--- src/rtl/ebpc_enc_sequencer.sv ---
// Frames a counted word stream into BLOCK_SIZE blocks for the EBPC encoder,
// zero-pads the final partial block, tags the last beat with flush and pulses done.
module ebpc_enc_sequencer #(
  parameter int DATA_W        = 8,
  parameter int BLOCK_SIZE    = 8,
  parameter int LOG_MAX_WORDS = 24
) (
  input  logic                     clk_i,
  input  logic                     rst_ni,
  input  logic [LOG_MAX_WORDS-1:0] num_words_i,
  input  logic                     num_words_valid_i,
  output logic                     num_words_ready_o,
  input  logic [DATA_W-1:0]        data_i,
  input  logic                     vld_i,
  output logic                     rdy_o,
  output logic [DATA_W-1:0]        data_o,
  output logic                     vld_o,
  input  logic                     rdy_i,
  output logic                     block_last_o,
  output logic                     pad_o,
  output logic                     flush_o,
  output logic                     idle_o,
  output logic                     done_o
);

  localparam int IDX_W = $clog2(BLOCK_SIZE);
  localparam logic [IDX_W-1:0]         IDX_LAST = IDX_W'(BLOCK_SIZE - 1);
  localparam logic [IDX_W-1:0]         IDX_ONE  = IDX_W'(1);
  localparam logic [LOG_MAX_WORDS-1:0] REM_ONE  = LOG_MAX_WORDS'(1);

  typedef enum logic [2:0] {IDLE, RUN, PAD, DRAIN, DONE} state_t;

  state_t                   state;
  logic [LOG_MAX_WORDS-1:0] rem;
  logic [IDX_W-1:0]         idx;
  logic                     can_load;
  logic                     in_xfer;
  logic                     blk_end;

  assign can_load          = !vld_o || rdy_i;
  assign rdy_o             = (state == RUN) && can_load;
  assign in_xfer           = vld_i && rdy_o;
  assign blk_end           = (idx == IDX_LAST);
  assign num_words_ready_o = (state == IDLE);
  assign idle_o            = (state == IDLE);
  assign done_o            = (state == DONE);

  always_ff @(posedge clk_i or negedge rst_ni) begin
    if (!rst_ni) begin
      state        <= IDLE;
      rem          <= '0;
      idx          <= '0;
      data_o       <= '0;
      vld_o        <= 1'b0;
      block_last_o <= 1'b0;
      pad_o        <= 1'b0;
      flush_o      <= 1'b0;
    end else begin
      // Drained beat empties the register unless a new load below refills it.
      if (vld_o && rdy_i) vld_o <= 1'b0;

      case (state)
        IDLE: begin
          if (num_words_valid_i) begin
            if (num_words_i != '0) begin
              rem   <= num_words_i;
              idx   <= '0;
              state <= RUN;
            end else begin
              state <= DONE;
            end
          end
        end

        RUN: begin
          if (in_xfer) begin
            data_o       <= data_i;
            vld_o        <= 1'b1;
            pad_o        <= 1'b0;
            block_last_o <= blk_end;
            rem          <= rem - REM_ONE;
            idx          <= idx + IDX_ONE;
            if (rem == REM_ONE) begin
              flush_o <= blk_end;
              state   <= blk_end ? DRAIN : PAD;
            end else begin
              flush_o <= 1'b0;
            end
          end
        end

        PAD: begin
          // rem is already zero here; only the block position moves.
          if (can_load) begin
            data_o       <= '0;
            vld_o        <= 1'b1;
            pad_o        <= 1'b1;
            block_last_o <= blk_end;
            flush_o      <= blk_end;
            idx          <= idx + IDX_ONE;
            if (blk_end) state <= DRAIN;
          end
        end

        DRAIN: begin
          if (vld_o && rdy_i) state <= DONE;
        end

        DONE: state <= IDLE;

        default: state <= IDLE;
      endcase
    end
  end

endmodule

--- config.mk ---
export PLATFORM = sky130hd
export DESIGN_NAME = ebpc_enc_sequencer
export DESIGN_NICKNAME = d
export VERILOG_FILES = /design/src/rtl/ebpc_enc_sequencer.sv
export SDC_FILE = /design/constraint.sdc
export NUM_CORES = 1
export LEC_CHECK = 0
export ABC_AREA = 1
export CAP_MARGIN = 20
export CORE_MARGIN = 1
export CORE_UTILIZATION = 50
export CTS_BUF_LIST = sky130_fd_sc_hd__clkbuf_4 sky130_fd_sc_hd__clkbuf_8
export DETAILED_ROUTE_END_ITERATION = 7
export PLACE_DENSITY = 0.74
export SYNTH_ARGS = -nofsm -noshare
export SYNTH_HDL_FRONTEND = slang
export SYNTH_SLANG_ARGS = --single-unit
--- constraint.sdc ---
create_clock -name clk_i -period 1.8 [get_ports clk_i]
set_clock_uncertainty 0.05 [all_clocks]
set_input_delay 0.45 -clock clk_i [delete_from_list [all_inputs] [get_ports clk_i]]
set_output_delay 0.45 -clock clk_i [all_outputs]
set_load 0.01 [all_outputs]
After elaboration in Yosys (flattened, before gate mapping)
Index checks and enable logic that the tools add are counted.
Widths: inputs -> output; s select.
{"block": "totals", "regBits": 42}
{"block": "classes", "n_addsub": 2, "eq_ne": 13, "muxes": 34, "reduce_logical": 14}
{"operator": "$mux 24", "count": 3}
{"operator": "$pmux 24 s2", "count": 1}
{"operator": "$mux 3", "count": 11}
{"operator": "$eq 24x1->1 const B", "count": 1}
{"operator": "$reduce_bool 24->1", "count": 1}
{"operator": "$sub 24x1->24 const B", "count": 1}
{"operator": "$mux 8", "count": 2}
{"operator": "$pmux 8 s2", "count": 1}
{"operator": "$pmux 3 s4", "count": 1}
{"operator": "$mux 1", "count": 10}
{"operator": "$ne 2x2->1 const B", "count": 5}
{"operator": "$pmux 3 s3", "count": 1}
{"operator": "$pmux 1 s2", "count": 4}
{"operator": "$eq 3x2->1 const B", "count": 2}
{"operator": "$eq 3x3->1 const B", "count": 2}
{"operator": "$reduce_and 6->1", "count": 1}
{"operator": "$reduce_and 5->1", "count": 1}
{"operator": "$ne 2x1->1 const B", "count": 2}
{"operator": "$reduce_and 4->1", "count": 1}
{"operator": "$reduce_bool 2->1", "count": 2}
{"operator": "$add 3x1->3 const B", "count": 1}
{"operator": "$eq 3x1->1 const B", "count": 1}
{"operator": "$logic_and 1x1->1", "count": 3}
{"operator": "$logic_not 3->1", "count": 1}
{"operator": "4 further kinds", "count": 4}

Depth between registers and ports, before layout
Gate-level depths: netlist (run 1).
{"block": "logic_depth", "word_depth": 6, "ltp_mapped": 12, "ltp_nobuf": 11}

Least setup slack after synthesis (run 1)
OpenSTA, ideal clock, no wires.
{"block": "synth_timing", "kind": "register to register", "start": "reg state[1]", "end": "reg rem[2]", "arrival_time_ns": 1.483, "required_ns": 1.634, "path_slack_ns": 0.150, "stages_incl_launch_ff": 13, "period_less_slack_ns": 1.650, "path_cell_list": "dfrtp_1 > inv_1 > nand3_4 > nor2_8 > nand2_4 > nand2_1 > nand2_2 > inv_2 > nand2_2 > buf_6 > buf_6 > nand2_1 > nand2_1"}
{"block": "synth_between", "elab_chain_cells": 5, "word_cells_on_any_way": 10, "classes_between": "eq/ne (4); mux (1); reduce/logical (5)"}
{"element": "from (decl)", "line": "33", "text": "state_t state;"}
{"element": "from (signal assigned)", "line": "85", "text": "state <= blk_end ? DRAIN : PAD;"}
{"element": "$eq 3x1->1", "line": "41", "text": "assign rdy_o = (state == RUN) && can_load;"}
{"element": "$logic_and 1x1->1", "line": "41"}
{"element": "via rdy_o", "line": "15", "text": "output logic rdy_o,"}
{"element": "$logic_and 1x1->1", "line": "42", "text": "assign in_xfer = vld_i && rdy_o;"}
{"element": "$ne 2x2->1 (no source line)"}
{"element": "$reduce_and 4->1 (no source line)"}
{"element": "to (signal assigned)", "line": "66", "text": "rem <= num_words_i;"}
{"element": "to (signal assigned)", "line": "81", "text": "rem <= rem - REM_ONE;"}
{"element": "to (decl)", "line": "34", "text": "logic [LOG_MAX_WORDS-1:0] rem;"}
The timed path passes the listed nets, and every way through them passes these cells.
A chain may end at the register's enable or synchronous reset.

Worst setup path after layout (run 1)
{"block": "layout_timing", "start": "reg state[2]", "end": "reg rem[16]"}
{"block": "layout_between", "elab_chain_cells": 5, "word_cells_on_any_way": 10, "classes_between": "eq/ne (4); mux (1); reduce/logical (5)"}
{"element": "$eq 3x1->1", "line": "41, 62"}
{"element": "$logic_and 1x1->1", "line": "41"}
{"element": "$logic_and 1x1->1", "line": "42"}
{"element": "$ne 2x2->1 (no source line)"}
{"element": "$reduce_and 4->1 (no source line)"}
Parallel ways exist; a longest one is shown, timed or not.

==> impl_results.md, run 1 <==
- Commonest cells in the netlist: nand2_1 (170), nor2_1 (58), dfrtp_1 (42)
- Largest net degree at the start of global routing: between 40 and 50
- Number of global-route vias before repair: 2891
- WP data required: 1.94 ns
- Rel. slew slack: 0.635
- Final wirelength: approximately 7900 um
- DR DRC count: 0
- Seq cells post-synth: 42
- Min Tclk post-route: between 1.5 and 2 ns
- Post-synth EDFFs: 0
- Gate Count Post-Synth: around 400
- Core area: between 5000 and 6000 um^2
- 1st-iter DRT viols: about 180
- Largest family of logic cells by synthesized area: simple AND/OR/NAND/NOR gates
- DR vias/cell: roughly 5.2
- I/O Pins: 53
- Pre-Repair DR Iteration Count: 5
- Max Root-Sink Buffers: 2
- Unique cell type count in the Yosys netlist: 28
- Sequential fraction of the synthesis area: 0.382
- Crit path DAT: between 1.5 and 2 ns
- First-pass GRT wire length: about 13000 um
- Power Density: 1710 nW/um^2
- Reg clk slew, reported paths: around 0.08 ns
- Post-DRT Antenna Nets: 0
- # clock sinks: 42
- Via count: 3012
- Die Area: around 5800 um^2
- Final setup viols: 0
- Root buffer selected by CTS: clkbuf_8
- WL per Instance: roughly 14 um
- Global route overflow: 0
- Die W: 76.2 um
- Total track usage: 0.270
- Critical Path Sink Type: flop
- Post-synthesis adder-cell area fraction: 0.0182
- Std cell rows: 26
- Ant diodes: 0
- CP Launch Type: flop
- Worst min-delay path class: in2async
- IO Port Bufs: between 50 and 60
- Fill cells: 418
- CTS Hold Bufs: 0
- Cell taking the most area after synthesis: dfrtp_1
- Final design utilization: 0.762
- Ys flop type: dfrtp_1
- Status: complete, no violations
- Period utilisation layout: 0.966
- FMAX: around 0.57 GHz
- Mux share of post-synthesis cell area: 0.00727
- RSZ-0062 raised after global routing: yes
- Synthesized cell area: 2750 um^2
- Fraction of layout cells with a size suffix above 1: 0.201
- Simple-Gate Fraction of Synth Area: 0.432
- Max-cap violation count: 0
- Initial antenna violation count: 0
- Synth Warn #: 0
- Routability congestion estimate: between 0.9 and 1
- Leak: about 2.2 nW
- Crit Path Class: reg2reg
- # nets final: 547
- Worst vdd ir: between 1000 and 1500 uV
- Die height: 76.2 um
- CTS tree: done
- Syn nets: approximately 450
- Final hold violation count: 0
- Post-synthesis async set-or-reset flop share: 1.00
- HPWL after DPL: between 5000 and 6000 um
- Worst-margin pin slew: about 0.55 ns
- Post-Synth XOR/XNOR Area: 0.00954
- Crit path max fanout: 10
- Share of the synthesized area in the top cell type: 0.382
- Area Growth Syn to Fin: 43.9%
- Compound-Gate Fraction of Synth Area: 0.0813
- Most frequent cell after synthesis: nand2_1
- H-tree depth: 2
- Mean Syn Cell Area: 6.70 um^2
- CTS buffer count: 5
- Slew Limit Fails: 0
- Starting Density: 0.529
- Synth area leaders: dfrtp_1 (38%), nand2_1 (23%), nor2_1 (7.9%), nand3_1 (7.3%), inv_1 (3.5%)
- WHS: 0.165 ns
- Worst skew pair latency: ~0.30 ns
==> stage by stage <==
| stage | std cells | total power, mW | setup TNS, ns | setup WS (ns) | instance area, um^2 |
|---|---|---|---|---|---|
| detailed placement | 560 | 5.61 | -19.15 | -0.548 | 3620 |
| global route | 577 | 7.32 | -0.294 | -0.0433 | 3960 |
| finish | 577 | 6.79 | 0 | 0.0608 | 3960 |
| CTS | 571 | 6.46 | -0.00895 | -0.00895 | 3770 |
| global placement | 560 | 5.46 | -15.13 | -0.448 | 3620 |
| floorplan | 411 | 4.20 | 0 | 0.150 | 2750 |
==> worst max-delay path, stage by stage, from the launching register on <==
cell	delay, ns
dfrtp_1	0.41
inv_2	0.12
nand3_2	0.10
buf_4	0.14
or2_2	0.28
nand2_2	0.08
inv_2	0.05
nand2_4	0.08
inv_4	0.05
buf_12	0.14
nand2_1	0.08
nand2_1	0.05
==> cell usage in the layout, fill, tap and decap left out, drive strengths merged <==
cell type,count
buf,49
nor3,3
a32o,8
nand3,41
clkdlybuf4s50,27
a21oi,5
bufinv,1
nor2,59
inv,28
clkinvlp,1
xor2,1
clkbuf,12
dfrtp,42
nand4,6
o21ai,13
nand2,173
ha,4
dlygate4sd2,1
or2,3
a21o,6
xnor2,2
a31o,1
mux2i,2
dlymetal6s2s,19
==> layout make-up <==
class / count / area (um^2) / area share
Clock buffer: 7 / 83.8 / 0.0211
Multi-Input combinational cell: 327 / 1600 / 0.404
Inverter: 29 / 115 / 0.0290
Sequential cell: 42 / 1050 / 0.265
Timing Repair Buffer: 101 / 993 / 0.251
Tap cell: 70 / 87.6 / 0.0221
Clock inverter: 1 / 30.0 / 0.00758
==> final timing paths <==
check | startpoint | end | slack [ns] | cells after the start
max in group asynchronous | rst_ni | state[0] | 1.13 | 2
min | rst_ni | rem[8] | 0.16 | 2
min in group clk_i | idx[2] | idx[2] | 0.44 | 2
min reg2reg | idx[2] | idx[2] | 0.44 | 2
max reg2reg | state[2] | rem[16] | 0.06 | 11
max | state[2] | rem[16] | 0.06 | 11
==> registers in the layout, summed over array words and instances (netlist names) <==
| name | flops |
|---|---|
| pad_o | 1 |
| data_o | 8 |
| rem | 24 |
| state | 3 |
| idx | 3 |
| flush_o | 1 |
| block_last_o | 1 |
| vld_o | 1 |
==> where the power goes <==
part	switching, mW	internal [mW]
sequential	0.444	1.40
combinational	2.31	1.86
clock	0.330	0.446
total	3.08	3.71
==> metal layers <==
metal / vias up / global-route usage / wire length [um]
li1: 1502 / - / -
met1: 1418 / 0.314 / 3310
met3: 18 / 0.0419 / 308
met5: - / 0 / 0
met4: 0 / 0.112 / 204
met2: 74 / 0.491 / 4070
==> cell families after synthesis <==
group / count (synthesis)
mux: 2
xor+xnor: 3
compound gates: 33
flops: 42
buf+inv: 42
fa+ha+maj: 4
simple gates: 285
==> timing repair <==
item | in CTS | in global routing
gates cloned | 0 | 1
gates resized for setup | 15 | 56
setup buffers | 3 | 5
pin swaps | 4 | 20
hold endpoints to repair | 0 | 0
setup endpoints to repair | 43 | 33
No activity file was read; power rests on OpenSTA's default activity.
==> inputs of run 2 (changes only) <==
HOLD_SLACK_MARGIN = 0.12   (was not set)
==> results of run 2 <==
Final layout, timing and power as in run 1 (identical DEF).
